[src/rtl/div_sequencer.sv]
// div_sequencer: multi-cycle restoring DIV/DIVU controller with GR writeback and PSW flag update
module div_sequencer #(
   parameter int XLEN = 32,
   parameter int IDX  = 5
) (
   input  logic            clk,
   input  logic            rst,
   input  logic            start_i,
   output logic            ready_o,
   output logic            busy_o,
   input  logic            signed_i,
   input  logic [XLEN-1:0] dividend_i,
   input  logic [XLEN-1:0] divisor_i,
   input  logic [IDX-1:0]  dest_q_i,
   input  logic [IDX-1:0]  dest_r_i,
   input  logic            flush_i,
   output logic            wb_en_o,
   output logic [IDX-1:0]  wb_addr_o,
   output logic [XLEN-1:0] wb_data_o,
   output logic            flag_we_o,
   output logic            flag_ov_o,
   output logic            flag_s_o,
   output logic            flag_z_o,
   output logic            done_o
);
   typedef enum logic [2:0] {IDLE, CHECK, DIVIDE, FIXUP, WB_Q, WB_R} state_t;
   localparam logic [XLEN-1:0] MIN = {1'b1, {(XLEN-1){1'b0}}};
   state_t state, next;
   logic sgn, nowr, ov, sf, zf;
   logic [XLEN-1:0] a, b, quo, dvs, rem, qf;
   logic [XLEN:0] diff;
   logic [IDX-1:0] dq, dr;
   logic [5:0] cnt;
   // quo shifts the dividend magnitude out while quotient bits shift in
   assign diff = {rem, quo[XLEN-1]} - {1'b0, dvs};
   assign qf = (sgn && (a[XLEN-1] ^ b[XLEN-1])) ? -quo : quo;
   always_ff @(posedge clk)
      if (rst) state <= IDLE;
      else state <= next;
   always_comb begin
      next = state;
      if (state != IDLE && flush_i) next = IDLE;
      else
         case (state)
            IDLE:    next = start_i ? CHECK : IDLE;
            CHECK:   next = b == '0 ? WB_R : (sgn && a == MIN && b == '1) ? WB_Q : DIVIDE;
            DIVIDE:  next = cnt == 6'd31 ? FIXUP : DIVIDE;
            FIXUP:   next = WB_Q;
            WB_Q:    next = WB_R;
            default: next = IDLE;
         endcase
   end
   always_ff @(posedge clk)
      if (rst) begin
         ready_o <= 1'b1;
         busy_o <= 1'b0;
         wb_en_o <= 1'b0;
         wb_addr_o <= '0;
         wb_data_o <= '0;
         flag_we_o <= 1'b0;
         {flag_ov_o, flag_s_o, flag_z_o} <= 3'b000;
         done_o <= 1'b0;
         {sgn, nowr, ov, sf, zf} <= 5'b0;
         {a, b, quo, dvs, rem} <= '0;
         {dq, dr} <= '0;
         cnt <= '0;
      end else begin
         ready_o <= next == IDLE;
         busy_o <= next != IDLE;
         wb_en_o <= !flush_i && !nowr && ((state == WB_Q && dq != '0) || (state == WB_R && dr != '0));
         flag_we_o <= state == WB_R && !flush_i;
         done_o <= state == WB_R && !flush_i;
         if (state == WB_Q || state == WB_R) begin
            wb_addr_o <= state == WB_Q ? dq : dr;
            wb_data_o <= state == WB_Q ? quo : rem;
         end
         if (state == WB_R && !flush_i) {flag_ov_o, flag_s_o, flag_z_o} <= {ov, sf, zf};
         case (state)
            IDLE: if (start_i) begin
               {sgn, a, b, dq, dr} <= {signed_i, dividend_i, divisor_i, dest_q_i, dest_r_i};
               nowr <= 1'b0;
            end
            CHECK: begin
               rem <= '0;
               cnt <= '0;
               if (b == '0) {nowr, ov, sf, zf} <= 4'b1100;
               else if (sgn && a == MIN && b == '1) begin
                  quo <= MIN;
                  {ov, sf, zf} <= 3'b110;
               end else begin
                  quo <= (sgn && a[XLEN-1]) ? -a : a;
                  dvs <= (sgn && b[XLEN-1]) ? -b : b;
               end
            end
            DIVIDE: begin
               rem <= diff[XLEN] ? {rem[XLEN-2:0], quo[XLEN-1]} : diff[XLEN-1:0];
               quo <= {quo[XLEN-2:0], ~diff[XLEN]};
               cnt <= cnt + 6'd1;
            end
            FIXUP: begin
               quo <= qf;
               rem <= (sgn && a[XLEN-1]) ? -rem : rem;
               {ov, sf, zf} <= {1'b0, qf[XLEN-1], qf == '0};
            end
            default: ;
         endcase
      end
endmodule

[config.mk]
export PLATFORM = sky130hd
export DESIGN_NAME = div_sequencer
export DESIGN_NICKNAME = d
export VERILOG_FILES = /design/src/rtl/div_sequencer.sv
export SDC_FILE = /design/constraint.sdc
export NUM_CORES = 1
export LEC_CHECK = 0
export CAP_MARGIN = 20
export CORE_MARGIN = 10
export CORE_UTILIZATION = 55
export DETAILED_ROUTE_END_ITERATION = 8
export HOLD_SLACK_MARGIN = 0.08
export PLACE_DENSITY = 0.81
export SLEW_MARGIN = 25
export SYNTH_ARGS = -nofsm -noshare
export SYNTH_HDL_FRONTEND = slang
export SYNTH_SLANG_ARGS = --single-unit
[constraint.sdc]
create_clock -name clk -period 7.5 [get_ports clk]
set_clock_uncertainty 0.15 [all_clocks]
set_input_delay 1.125 -clock clk [delete_from_list [all_inputs] [get_ports clk]]
set_output_delay 1.125 -clock clk [all_outputs]
set_load 0.05 [all_outputs]
# After elaboration in Yosys (flattened, before gate mapping)

Index checks and enable logic that the tools add are counted.

Flip-flop bits (word level): 228
Latch bits: 0
Memory bits (writable): 0
Bits in read-only memories: 0
Bits of input ports: 79
Output and inout port bits: 45
Logic and storage cells: 108
Memories kept: 0

Add/sub/neg operators: 6
Multiply operators: 0
Divide/modulo/power cells: 0
$lt $le $gt $ge: 0
Equal/unequal tests: 13
Shift operators: 0
Muxes and demuxes: 29
Bitwise logic cells: 4
Reductions and logical operators: 33

Operator list:

| operator                                                        | number |
|---|---|
| 32-bit 2-to-1 mux                                               | 8 |
| 32-bit one-hot mux with 3 select lines                          | 2 |
| 32-bit negator                                                  | 4 |
| 32-bit == test, second input constant                           | 2 |
| 32-bit zero test                                                | 2 |
| 33-bit by 32-bit subtractor with 33-bit output                  | 1 |
| 3-bit one-hot mux with 5 select lines                           | 1 |
| 6-bit one-hot mux with 2 select lines                           | 1 |
| 1-bit logical AND                                               | 11 |
| 5-bit nonzero test                                              | 2 |
| 1-bit 2-to-1 mux                                                | 9 |
| 3-bit 2-to-1 mux                                                | 3 |
| 3-bit nonzero test                                              | 3 |
| 2-bit inequality test, second input constant                    | 4 |
| 1-bit one-hot mux with 2 select lines                           | 4 |
| 2-bit AND reduction                                             | 4 |
| 6-bit by 1-bit adder with 6-bit output, second input constant   | 1 |
| 3-bit by 2-bit == test with 1-bit output, second input constant | 2 |
| 3-bit == test, second input constant                            | 2 |
| 6-bit by 5-bit == test with 1-bit output, second input constant | 1 |
| 3-bit zero test                                                 | 2 |
| 3-bit AND reduction                                             | 2 |
| 2-bit nonzero test                                              | 3 |
| 5-bit 2-to-1 mux                                                | 1 |
| 6 further kinds                                                 | 10 |

# Longest topological paths before layout

Word-level depth: 8
Gate-level depth with buffers: 14

# Worst setup path before layout

OpenSTA, ideal clock, no wires.

Path kind: reg2reg
Start point: register quo[31]
End point: register rem[11]
Setup time: 0.128 ns
Arrival time: 3.256 ns
Data required time: 7.222 ns
Slack: 3.966 ns
Cell stages (with the launch flop): 14
Clock period less this slack: 3.534 ns
Cells stage by stage: dfxtp_1 inv_1 ha_1 fa_1 nand2b_1 a21oi_1 o21ai_0 a21oi_1 a2111oi_2 a2111oi_4 buf_6 mux2_2 a221oi_1 nor2_1

Word-level cells in the longest chain between the ends: 3

RTL lines:

| item                                           | line | text |
|---|---|---|
| start, declared                                | 30   | `logic [XLEN-1:0] a, b, quo, dvs, rem, qf;` |
| start signal, assigned                         | 91   | `quo <= (sgn && a[XLEN-1]) ? -a : a;` |
| start signal, assigned                         | 97   | `quo <= {quo[XLEN-2:0], ~diff[XLEN]};` |
| start signal, assigned                         | 101  | `quo <= qf;` |
| 33-bit by 32-bit subtractor with 33-bit output | 35   | `assign diff = {rem, quo[XLEN-1]} - {1'b0, dvs};` |
| 32-bit 2-to-1 mux                              | 96   | `rem <= diff[XLEN] ? {rem[XLEN-2:0], quo[XLEN-1]} : diff[XLEN-1:0];` |
| 32-bit one-hot mux with 3 select lines         | 78   | `case (state)` |
| end signal, assigned                           | 96   |  |
| end signal, assigned                           | 102  | `rem <= (sgn && a[XLEN-1]) ? -rem : rem;` |
| end, declared                                  | 30   |  |

Every way passes these cells.
A chain may end at the register's enable or synchronous reset.

# Final worst setup path

Start point: register quo[31]
End point: register rem[16]

The elaborated chain is that of the path after synthesis.

==> flow_summary.yaml <==
critical_path:
  path_max_fanout: 37
  worst_setup_path_start_kind: "flop"
  critPathBufInv: 2
  path_common_cell: "a21oi_1"
  cp_slowest_cell: "buf_4"
  r2r_setup_slack_ns: 3.30
  worstSetupEndpointType: "flop"
  r2r_cells: 13
  worstPathRequired_ns: 7.74
  crit_chain: "inv_1 -> ha_1 -> fa_1 -> nand2b_1 -> a21oi_1 -> o21ai_0 -> a21oi_1 -> a2111oi_2 -> a2111oi_4 -> buf_4 -> mux2_2 -> a222oi_1 -> nor2_1"
  crit_type: "flop to flop"
  cpPeakStageDelay_ns: 0.50
  rr_endpoint: "rem[16]"
  critPathTopFamily: "compound AO/OA/AOI/OAI gates"
  reg2reg_from: "quo[31]"
  crit_arrival_ns: 4.44
floorplan:
  die_w_um: 184
  core_sq_mm: 0.0263
  die_h_um: 184
  dieArea_sq_mm: 0.0339
  start_util_pct: 56.3
  rows: 59
  ios: 124
logic_synthesis:
  yosysWarnings: 0
  syn_nets: 2168
  async_flop_share_pct: 0
  yosysSeqAreaShare_pct: 30.9
  syn_inst: 2050
  ys.flop_type: "dfxtp_1"
  synth_area_sq_mm: 0.0148
  ys_types: 76
  synth_edf_count: 0
  synth-seq-cells: 228
  syn_avg_cell_area_sq_um: 7.22
placed_design:
  placed_cells: 2363
  dp_slack_ns: 3.40
  portBuffers: 123
  gp_congestion: 0.944
  hpwl_um: 33400
  place_area_sq_mm: 0.0159
final_layout:
  nFillCells: 2332
  final_area_sq_mm: 0.0169
  finalNonFillerCells: 2411
  nets: 2174
  diodes: 0
  area_growth_pct: 14.2
  drive_gt1_share_pct: 5.59
power:
  p_per_area_mw_per_mm2: 244
  power_frac_comb_pct: 31.8
  ir_drop_mv: 0.200
  p_int_uw: 2660
  seqPwrFrac_pct: 34.5
  leakage_uw: 0.00609
  clkPwrFrac_pct: 33.7
  netSwitchingPower_uw: 1470
  swShare_pct: 35.6
clock_network:
  cts_setup_buffers: 0
  cts-htree-levels: 1
  clock_latency_ns: 0.55
  cts.repair.resized: 0
  cts_num_sinks: 228
  clk_path_buf_depth: 3
  tritoncts: "done"
  clk_pin_slew_ns: 0.06
  holdBufCountCts: 0
  cts_root_buf: "clkbuf_16"
  cts_buffers: 26
detailed_routing:
  vias: 15400
  wl_per_cell_um: 19.3
  drt_first_pass_iters: 5
  viasPerCell: 6.37
  postRouteAntennaNets: 0
  wirelength_um: 46700
  drc_errors: 0
  drt_iter0_drc: 1745
sta:
  rsz0062_at_grt: "no"
  finalSetupViolCount: 0
  holdWs_ns: 0.293
  hold_violations: 0
  setup_slack_ns: 3.30
  fmax_ghz: 0.238
  period_share_pct: 56.0
  relSlewSlack_pct: 31.5
  worst_slew_pin_slew_ns: 1.02
  period_needed_ns: 4.20
  final_max_slew_viol_count: 0
  fin_tns_setup_ns: 0
global_route:
  grt_remaining_overflow: 0
  grt_pass1_wl_um: 74300
  grt_pass1_vias: 14100
  grt_max_degree: 92
  antenna_found_initial: 0
  grt_use_total_pct: 26.4
flow_run:
  maxCapViolations: 0
worst_hold_path:
  hold_start: "nowr"
  hp-class: "flop to flop"
  whs_endpoint: "wb_en_o"
  min_path_cells: 1
outcome:
  status: "complete, no violations"
-- final cells by class --
type	count	area, sq um	share of cell area, %
clock buffers	37	772	4.57
clock inverters	11	176	1.04
inverters	54	203	1.20
multi-input cells	1602	9370	55.4
flip-flops and latches	228	4570	27.0
well taps	335	419	2.48
repair buffers	144	1390	8.23
-- placed cells by master, fill, tap and decap left out, types with 11 or more instances in the layout --
master and n:
a211oi_1 63, a21o_1 18, a21oi_1 202, a221oi_1 12, a311oi_1 40, a31oi_1 16
buf_4 21, clkbuf_16 26, clkdlybuf4s50_1 122, dfxtp_1 227, ha_1 38, inv_1 54
mux2_2 14, mux2i_1 17, nand2_1 310, nand2b_1 20, nand3_1 62, nand4_1 21
nor2_1 230, nor3_1 73, nor4_1 18, o211ai_1 19, o21ai_0 107, o22ai_1 25
o31ai_1 23, or2_2 11, or3_1 25, or4_1 17, xnor2_1 59, xor2_1 45
-- metal layers --
metal,share of wire (%),vias up,wire [um],track usage (%)
li1,-,7368,-,-
met1,44,7194,20700,36.1
met2,43,703,20100,40.7
met3,9.6,96,4500,5.40
met4,2.8,0,1320,8.03
met5,0,-,0,0
-- worst max path at each step --
stage | from | endpoint | cells past startpoint
after global placement | quo[31] | rem[16] | 13
after floorplan | quo[31] | rem[11] | 13
after global routing | quo[31] | rem[16] | 13
after CTS | quo[31] | rem[16] | 13
after detailed placement | quo[31] | rem[16] | 13
final | quo[31] | rem[16] | 13
-- power by group through the flow --
stage	logic (uW)	registers [uW]	clock network (uW)
4_1_cts	1280	1420	1400
2_1_floorplan	1030	1380	0
6_report	1310	1420	1390
3_3_place_gp	1260	1440	0
3_5_place_dp	1270	1440	0
5_1_grt	1440	1440	1440
-- flip-flops by register name, indices dropped and copies added (netlist names), 3 cells and up --
| name | count |
|---|---|
| a | 32 |
| b | 32 |
| cnt | 6 |
| dq | 5 |
| dr | 5 |
| dvs | 32 |
| quo | 32 |
| rem | 32 |
| state | 3 |
| wb_addr_o | 5 |
| wb_data_o | 32 |
-- kinds of logic after synthesis --
group / share of synthesized area (%)
buf+inv: 6.00
compound gates: 25.5
mux: 2.22
simple gates: 25.9
fa+ha+maj: 3.35
flops: 30.9
xor+xnor: 6.16
-- worst register-to-register path: stages (launching register included) --
cell and delay (ns):
dfxtp_1 0.39, inv_1 0.13, ha_1 0.26, fa_1 0.40, nand2b_1 0.20, a21oi_1 0.28
o21ai_0 0.18, a21oi_1 0.38, a2111oi_2 0.17, a2111oi_4 0.21, buf_4 0.50, mux2_2 0.40
a222oi_1 0.33, nor2_1 0.07
-- synthesized netlist by cell type (all sizes together) (12+ instances only) --
cell type,n,area share (%)
o211ai,19,0.96
o21ai,107,3.6
nand2b,20,0.85
dfxtp,228,31
a31oi,16,0.68
o22ai,25,1.1
or2,12,0.51
a21oi,203,6.9
inv,54,1.4
ha,38,3.2
xor2,45,2.7
clkbuf,141,3.6
buf,25,1.0
nor3,80,3.0
a211oi,64,3.3
a311oi,40,2.4
a21o,18,0.91
nor4,19,0.91
or4,20,1.1
mux2,14,1.1
mux2i,17,1.2
nand2,311,7.9
xnor2,59,3.5
nand3,62,2.1
o31ai,23,1.2
nor2,230,5.8
a221oi,13,0.81
nand4,21,0.89
or3,26,1.1
-- through the flow --
step	utilization (%)	total power (uW)
floorplan	-	2410
global placement	60.7	2700
detailed placement	60.7	2720
CTS	64.3	4100
global route	64.3	4320
finish	64.3	4130
(Power assumes the default switching activity.)
